<file path="config.mk">
export PLATFORM = sky130hd
export DESIGN_NAME = div_8b_seq_flat
export DESIGN_NICKNAME = d
export VERILOG_FILES = /design/src/rtl/div_8b_seq_if.sv /design/src/rtl/div_8b_seq.sv /design/src/flat_wrapper.sv
export SDC_FILE = /design/constraint.sdc
export NUM_CORES = 1
export LEC_CHECK = 0
export BUFFER_PORTS_ARGS = -buffer_cell sky130_fd_sc_hd__buf_4
export CORE_AREA = 2 2 74 76
export CTS_BUF_LIST = sky130_fd_sc_hd__clkbuf_2 sky130_fd_sc_hd__clkbuf_4 sky130_fd_sc_hd__clkbuf_8
export CTS_CLUSTER_DIAMETER = 30
export DETAILED_ROUTE_END_ITERATION = 6
export DIE_AREA = 0 0 76 78
export PLACE_DENSITY_LB_ADDON = 0.05
export SLEW_MARGIN = 20
export SYNTH_ARGS = -nofsm -noshare
export SYNTH_HDL_FRONTEND = slang
export SYNTH_SLANG_ARGS = --single-unit
</file>
<file path="constraint.sdc">
create_clock -name clk -period 4.9 [get_ports clk]
set_input_delay 0.98 -clock clk [delete_from_list [all_inputs] [get_ports clk]]
set_output_delay 0.98 -clock clk [all_outputs]
set_load 0.02 [all_outputs]
</file>
<file path="src/rtl/div_8b_seq_if.sv">
// Start/done handshake and operand/result bus of the sequential 8-bit divider.
// The master is the ALU controller and the slave is the divider.
interface div_8b_seq_if;
  logic        inicio;
  logic [7:0]  A;
  logic [7:0]  B;
  logic [7:0]  quociente;
  logic        fim;
  logic [15:0] resto_out;

  modport master (
    output inicio, A, B,
    input  quociente, fim, resto_out
  );

  modport slave (
    input  inicio, A, B,
    output quociente, fim, resto_out
  );
endinterface

</file>
<file path="src/rtl/div_8b_seq.sv">
// Unsigned 8-bit restoring divider, one quotient bit per clock.
// Uses a start/done handshake; the result is held until the next start.
module div_8b_seq (
  input logic         clk,
  input logic         rst,
  div_8b_seq_if.slave bus
);

  typedef enum logic [1:0] {
    S_IDLE,
    S_CALC,
    S_DONE
  } state_t;

  state_t     r_state;
  logic [7:0] r_dvd;
  logic [7:0] r_dvs;
  logic [7:0] r_rem;
  logic [7:0] r_quo;
  logic [3:0] r_cnt;
  logic [7:0] r_quociente;
  logic [7:0] r_resto;
  logic       r_fim;

  logic [8:0] w_shift;
  logic       w_ge;
  logic [7:0] w_sub;
  logic       w_start;

  // The partial remainder is always below the divisor, so the difference fits in 8 bits.
  assign w_shift = {r_rem, r_dvd[7]};
  assign w_ge    = w_shift >= {1'b0, r_dvs};
  assign w_sub   = w_shift[7:0] - r_dvs;
  assign w_start = bus.inicio &&
                   (r_state == S_IDLE || r_state == S_DONE);

  assign bus.quociente = r_quociente;
  assign bus.resto_out = {8'h00, r_resto};
  assign bus.fim       = r_fim;

  always_ff @(posedge clk or negedge rst) begin
    if (!rst) begin
      r_state     <= S_IDLE;
      r_dvd       <= '0;
      r_dvs       <= '0;
      r_rem       <= '0;
      r_quo       <= '0;
      r_cnt       <= '0;
      r_quociente <= '0;
      r_resto     <= '0;
      r_fim       <= 1'b0;
    end else if (w_start) begin
      r_dvd <= bus.A;
      r_dvs <= bus.B;
      r_rem <= '0;
      r_quo <= '0;
      r_cnt <= '0;
      if (bus.B == 8'd0) begin
        r_quociente <= 8'hFF;
        r_resto     <= bus.A;
        r_fim       <= 1'b1;
        r_state     <= S_DONE;
      end else begin
        r_fim   <= 1'b0;
        r_state <= S_CALC;
      end
    end else if (r_state == S_CALC) begin
      if (r_cnt == 4'd8) begin
        r_quociente <= r_quo;
        r_resto     <= r_rem;
        r_fim       <= 1'b1;
        r_state     <= S_DONE;
      end else begin
        r_dvd <= {r_dvd[6:0], 1'b0};
        r_rem <= w_ge ? w_sub : w_shift[7:0];
        r_quo <= {r_quo[6:0], w_ge};
        r_cnt <= r_cnt + 4'd1;
      end
    end
  end

endmodule

</file>
<file path="src/flat_wrapper.sv">
// flat-port wrapper written by rule: the top's interface ports become plain ports
module div_8b_seq_flat 
  (clk, rst, bus_inicio, bus_A, bus_B, bus_quociente, bus_fim, bus_resto_out);
  div_8b_seq_if bus_i ();
  input logic clk;
  input logic rst;
  input wire logic [$bits(bus_i.inicio)-1:0] bus_inicio;
  input wire logic [$bits(bus_i.A)-1:0] bus_A;
  input wire logic [$bits(bus_i.B)-1:0] bus_B;
  output wire logic [$bits(bus_i.quociente)-1:0] bus_quociente;
  output wire logic [$bits(bus_i.fim)-1:0] bus_fim;
  output wire logic [$bits(bus_i.resto_out)-1:0] bus_resto_out;
  assign bus_i.inicio = bus_inicio;
  assign bus_i.A = bus_A;
  assign bus_i.B = bus_B;
  assign bus_quociente = bus_i.quociente;
  assign bus_fim = bus_i.fim;
  assign bus_resto_out = bus_i.resto_out;
  div_8b_seq u_core (.clk(clk), .rst(rst), .bus(bus_i));
endmodule
</file>
# Yosys cells after proc, flatten, opt, wreduce, memory -nomap -nowiden
# Cells that the tools add are included.
[totals] reg_bits=55 latch_bits=0 ram_bits=0 romBits=0 inputBits=19 out_inout_bits=25 word_cells=55 mem_count=0
[classes] n_addsub=2 multipliers=0 div=0 n_lt_le_gt_ge=1 eq_ne=5 shifts=0 muxes=29 bitwise_logic=0 reduce_logical=9
[op_table] operator="2-to-1 mux 8 bit" n=18
[op_table] operator="2-to-1 mux 4 bit" n=3
[op_table] operator=">= comparator 9 x 8 -> 1 bit" n=1
[op_table] operator="zero test 8 bit" n=1
[op_table] operator="2-to-1 mux 2 bit" n=4
[op_table] operator="subtractor 8 bit" n=1
[op_table] operator="adder 4 x 1 -> 4 bit (second input constant)" n=1
[op_table] operator="== test 4 bit (second input constant)" n=1
[op_table] operator="2-to-1 mux 1 bit" n=4
[op_table] operator="AND reduction 2 bit" n=2
[op_table] operator="nonzero test 2 bit" n=2
[op_table] operator="AND reduction 3 bit" n=1
[op_table] operator="== test 2 x 1 -> 1 bit (second input constant)" n=1
[op_table] operator="== test 2 bit (second input constant)" n=1
[op_table] operator="zero test 2 bit" n=1
[op_table] operator="!= test 2 x 1 -> 1 bit (second input constant)" n=1
[op_table] operator="!= test 2 bit (second input constant)" n=1
[op_table] operator="logical AND 1 bit" n=1
[op_table] operator="logical OR 1 bit" n=1

# Logic depth before layout (Yosys ltp)
[depth] ltp_word=5 depth_mapped=9

# Worst setup path after synthesis
# Ideal clock, no wire load.
[synth_timing] kind="input -> register" start="input port bus_B[0]" end="register u_core.r_resto[7]" setup_time_ps=82 arrival_time_ps=2010 required_ps=4818 setup_slack_ps=2808 path_stages=6 path_cell_list="nor4_1 -> nand3_1 -> o21ai_1 -> clkbuf_1 -> nor2_1 -> a31oi_1"
[synth_between] elab_chain_cells=3
[synth_lines] item="from (decl)" line="flat_wrapper.sv:9" rtl="input wire logic [$bits(bus_i.B)-1:0] bus_B;"
[synth_lines] item="zero test 8 bit" line="div_8b_seq.sv:58" rtl="if (bus.B == 8'd0) begin"
[synth_lines] item="!= test 2 bit (no source line)"
[synth_lines] item="AND reduction 3 bit (no source line)"
[synth_lines] item="to (signal assigned)" line="div_8b_seq.sv:60" rtl="r_resto <= bus.A;"
[synth_lines] item="to (signal assigned)" line="div_8b_seq.sv:70" rtl="r_resto <= r_rem;"
[synth_lines] item="to (decl)" line="div_8b_seq.sv:22" rtl="logic [7:0] r_resto;"
# No other way between the ends.
# A chain may end at the register's enable or synchronous reset.

# Worst setup path in the final report
[layout_timing] start="register u_core.r_rem[1]" end="register u_core.r_rem[3]"
[layout_between] elab_chain_cells=5 word_cells_on_any_way=6 cone_classes="add/sub: 1; order compare: 1; mux: 4"
[layout_lines] item="from (decl)" line="div_8b_seq.sv:18" rtl="logic [7:0] r_rem;"
[layout_lines] item="from (signal assigned)" line="div_8b_seq.sv:75" rtl="r_rem <= w_ge ? w_sub : w_shift[7:0];"
[layout_lines] item="subtractor 8 bit / >= comparator 9 x 8 -> 1 bit (equally long branches)" line="div_8b_seq.sv:33, div_8b_seq.sv:32"
[layout_lines] item="2-to-1 mux 8 bit (*)" line="div_8b_seq.sv:75"
[layout_lines] item="2-to-1 mux 8 bit (*)" line="div_8b_seq.sv:68" rtl="if (r_cnt == 4'd8) begin"
[layout_lines] item="2-to-1 mux 8 bit (*)" line="div_8b_seq.sv:67" rtl="end else if (r_state == S_CALC) begin"
[layout_lines] item="2-to-1 mux 8 bit (*)" line="div_8b_seq.sv:52" rtl="end else if (w_start) begin"
# Mark *: on every way between the ends. The rest lies on a longest branch, timed or not. The select of a mux whose other input is x is not followed.

==> summary.md <==
| Metric | Value |
|---|---|
| Outcome | `finished clean` |
| HP Class | `reg -> reg` |
| Routed WL per cell | `14.11 µm` |
| Clock buffer depth | `2` |
| Synth Register Bits | `54` |
| Starting Density | `53.95%` |
| Grt total ovfl | `0` |
| Cts bufs inserted | `5` |
| DRT iter0 DRCs | `128` |
| # IOs | `44` |
| Worst-skew pair later-pin latency | `310 ps` |
| CP Max Fanout | `13` |
| Worst vdd ir | `0.5335 mV` |
| Hold-fix buffers at CTS | `0` |
| Worst slew margin | `39.01%` |
| Post-Syn Area | `2720 µm²` |
| Via count | `2097` |
| Die area | `5928 µm²` |
| Die X-Extent | `76 µm` |
| Hold Violations, Final | `0` |
| Final setup vio count | `0` |
| Vias in the first global route | `1957` |
| DR vias/cell | `5.256` |
| Site Rows | `26` |
| Final nets | `358` |
| Number of flops mapped to enable cells by yosys | `0` |
| Post-synthesis sequential area ratio | `49.68%` |
| CP endpoint kind | `flip-flop` |
| Area grow syn2layout | `13.85%` |
| Synthesized area per cell | `9.067 µm²` |
| GR Util All Layers | `19.94%` |
| Core Region | `5042 µm²` |
| CTS tree | `yes` |
| Routed wire length | `5630 µm` |
| P_leak | `0.001484 µW` |
| Post-synth ARST share | `100.0%` |
| CTS Sinks | `54` |
| Slew @ Worst Pin | `914.9 ps` |
| Mapped Cells | `300` |
| Drt pass-1 iters | `4` |
| Minimum clock period after layout | `2263 ps` |
| H-tree depth | `2` |
| First-pass GRT wire length | `9404 µm` |
| Initial antenna violation count | `0` |
| Fmax achieved | `0.4419 GHz` |
| Worst reg2reg path depth | `7` |
| Crit path required time | `5060 ps` |
| Clock Skews | `11.24 ps` |
| Max-slew violations | `0` |
| Diodes inserted | `0` |
| Die Ht | `78 µm` |
| Reg clk slew, reported paths | `100 ps` |
| Cell Pwr Density | `775.0 nW/µm²` |
| Gates resized, CTS repair | `0` |
| DP Wirelength | `3874 µm` |
| # Max-Cap Violations | `0` |
| Final period util | `46.19%` |
| Worst Setup Start Kind | `flip-flop` |
| Synth unique cells | `38` |
| Postcts setup bufs | `0` |
| IO buf count | `35` |
| Root Driver | `clkbuf_8` |
| Detail Route Antenna Nets | `0` |
| Yosys Warn Count | `0` |
| CP Class | `reg -> reg` |
| Final GP Congestion | `0.7626` |
| # DRC | `0` |
| Largest net degree at the start of global routing | `55` |
| RSZ-0062 raised after global routing | `no` |
| TNS Setup | `0 ps` |
| Hold path depth | `2` |
| Post-route insts no fill | `399` |
| Placed Cells incl. Taps | `391` |
| Post-synth top flop | `dfrtp_1` |
| Share of cells above drive strength 1 | `15.50%` |
| Layout fillers | `446` |
| Critical path arrival | `2430 ps` |
[sequential cells by signal, indices dropped and copies added (netlist names)]
| register | cells |
|---|---|
| u_core.bus.quociente | 8 |
| u_core.r_dvd | 8 |
| u_core.r_dvs | 8 |
| u_core.r_quo | 8 |
| u_core.r_rem | 8 |
| u_core.r_resto | 8 |
| u_core.r_cnt | 4 |
| u_core.r_state | 2 |
[path summary, 6_finish.rpt]
kind | to | slack [ps] | start
setup / recovery | u_core.r_rem[3] | 2640 | u_core.r_rem[1]
hold / removal | u_core.r_dvs[0] | 500 | u_core.r_dvs[0]
setup reg to reg | u_core.r_rem[3] | 2640 | u_core.r_rem[1]
hold reg to reg | u_core.r_dvs[0] | 500 | u_core.r_dvs[0]
max in group asynchronous | u_core.r_state[0] | 3740 | rst
min in group asynchronous | u_core.r_dvs[5] | 680 | rst
[critical path, cell delays in order, from the launching register on]
cell      delay [ps]
dfrtp_1          420
ha_1             360
a21o_1           190
a31oi_1          160
o221ai_1         170
a211o_1          510
mux2i_1          210
o21ai_0           90
[cell usage in the layout (no fill, tap or decap), drive strengths merged, types with 9 or more instances in the layout]
cell type / instances
a31oi: 9
mux2i: 11
inv: 11
o21ai: 25
dfrtp: 54
a21oi: 14
ha: 10
nand2: 54
nand3: 15
buf: 38
nor2: 34
[cell type report]
class	count	area, µm²	share of cell area (%)
Clock buffer	6	82.58	2.667
Clock inverter	2	17.52	0.5657
Inverter	11	41.29	1.333
Multi-Input combinational cell	218	1231	39.76
Sequential cell	54	1351	43.64
Tap cell	70	87.58	2.828
Timing Repair Buffer	38	285.3	9.212
[metrics by stage]
| stage | hold WS [ps] | total power [µW] | instance area [µm²] | setup WS (ps) | utilization [%] |
|---|---|---|---|---|---|
| 2_1_floorplan | 452.3 | 1807 | 2746 | 2808 | - |
| 3_3_place_gp | 474.5 | 2102 | 2997 | 2535 | 59.43 |
| 3_5_place_dp | 477.9 | 2147 | 2997 | 2442 | 59.43 |
| 4_1_cts | 500.8 | 2419 | 3097 | 2639 | 61.41 |
| 5_1_grt | 533.9 | 2627 | 3097 | 2397 | 61.41 |
| 6_report | 497.3 | 2400 | 3097 | 2637 | 61.41 |
[where the power goes]
| group | internal (µW) | switching, µW |
|---|---|---|
| Combinational | 566 | 764 |
| Sequential | 664 | 140 |
| Clock | 117 | 150 |
| Total | 1350 | 1050 |
[Yosys cell counts (2+ instances only)]
| master | number | area (µm²) |
|---|---|---|
| nand4_1 | 2 | 12.51 |
| buf_2 | 3 | 15.01 |
| mux2i_1 | 11 | 110.1 |
| nor2_1 | 34 | 127.6 |
| dfrtp_1 | 54 | 1351 |
| o221ai_1 | 5 | 43.79 |
| inv_1 | 11 | 41.29 |
| clkbuf_1 | 12 | 45.04 |
| nand3b_1 | 2 | 15.01 |
| nor2b_1 | 4 | 25.02 |
| nor4_1 | 2 | 12.51 |
| ha_1 | 10 | 125.1 |
| a31oi_1 | 9 | 56.30 |
| buf_4 | 8 | 60.06 |
| nand2_1 | 54 | 202.7 |
| nand2b_1 | 4 | 25.02 |
| a21oi_1 | 13 | 65.06 |
| xnor2_1 | 2 | 17.52 |
| nand3_1 | 15 | 75.07 |
| a21o_1 | 2 | 15.01 |
| xor2_1 | 3 | 26.28 |
| o21ai_0 | 23 | 115.1 |
| o21ai_1 | 2 | 10.01 |
[cells by family after synthesis]
logic type | count (synthesis) | synth area share (%)
other cells | 1 | 0.1379
compound gates | 63 | 13.98
fa+ha+maj | 11 | 5.336
mux | 11 | 4.048
xor+xnor | 5 | 1.610
buf+inv | 35 | 6.348
simple gates | 120 | 18.86
flops | 54 | 49.68
[layer usage]
metal / GRT usage [%] / wire length (µm) / part of all wire [%] / up-vias
met1: 26.45 / 2538 / 45 / 983
met2: 33.57 / 2808 / 50 / 42
met3: 3.140 / 208 / 3.7 / 8
met5: 0 / 0 / 0 / -
li1: - / - / - / 1064
met4: 6.909 / 76 / 1.3 / 0
Power figures use the tool's default switching activity.
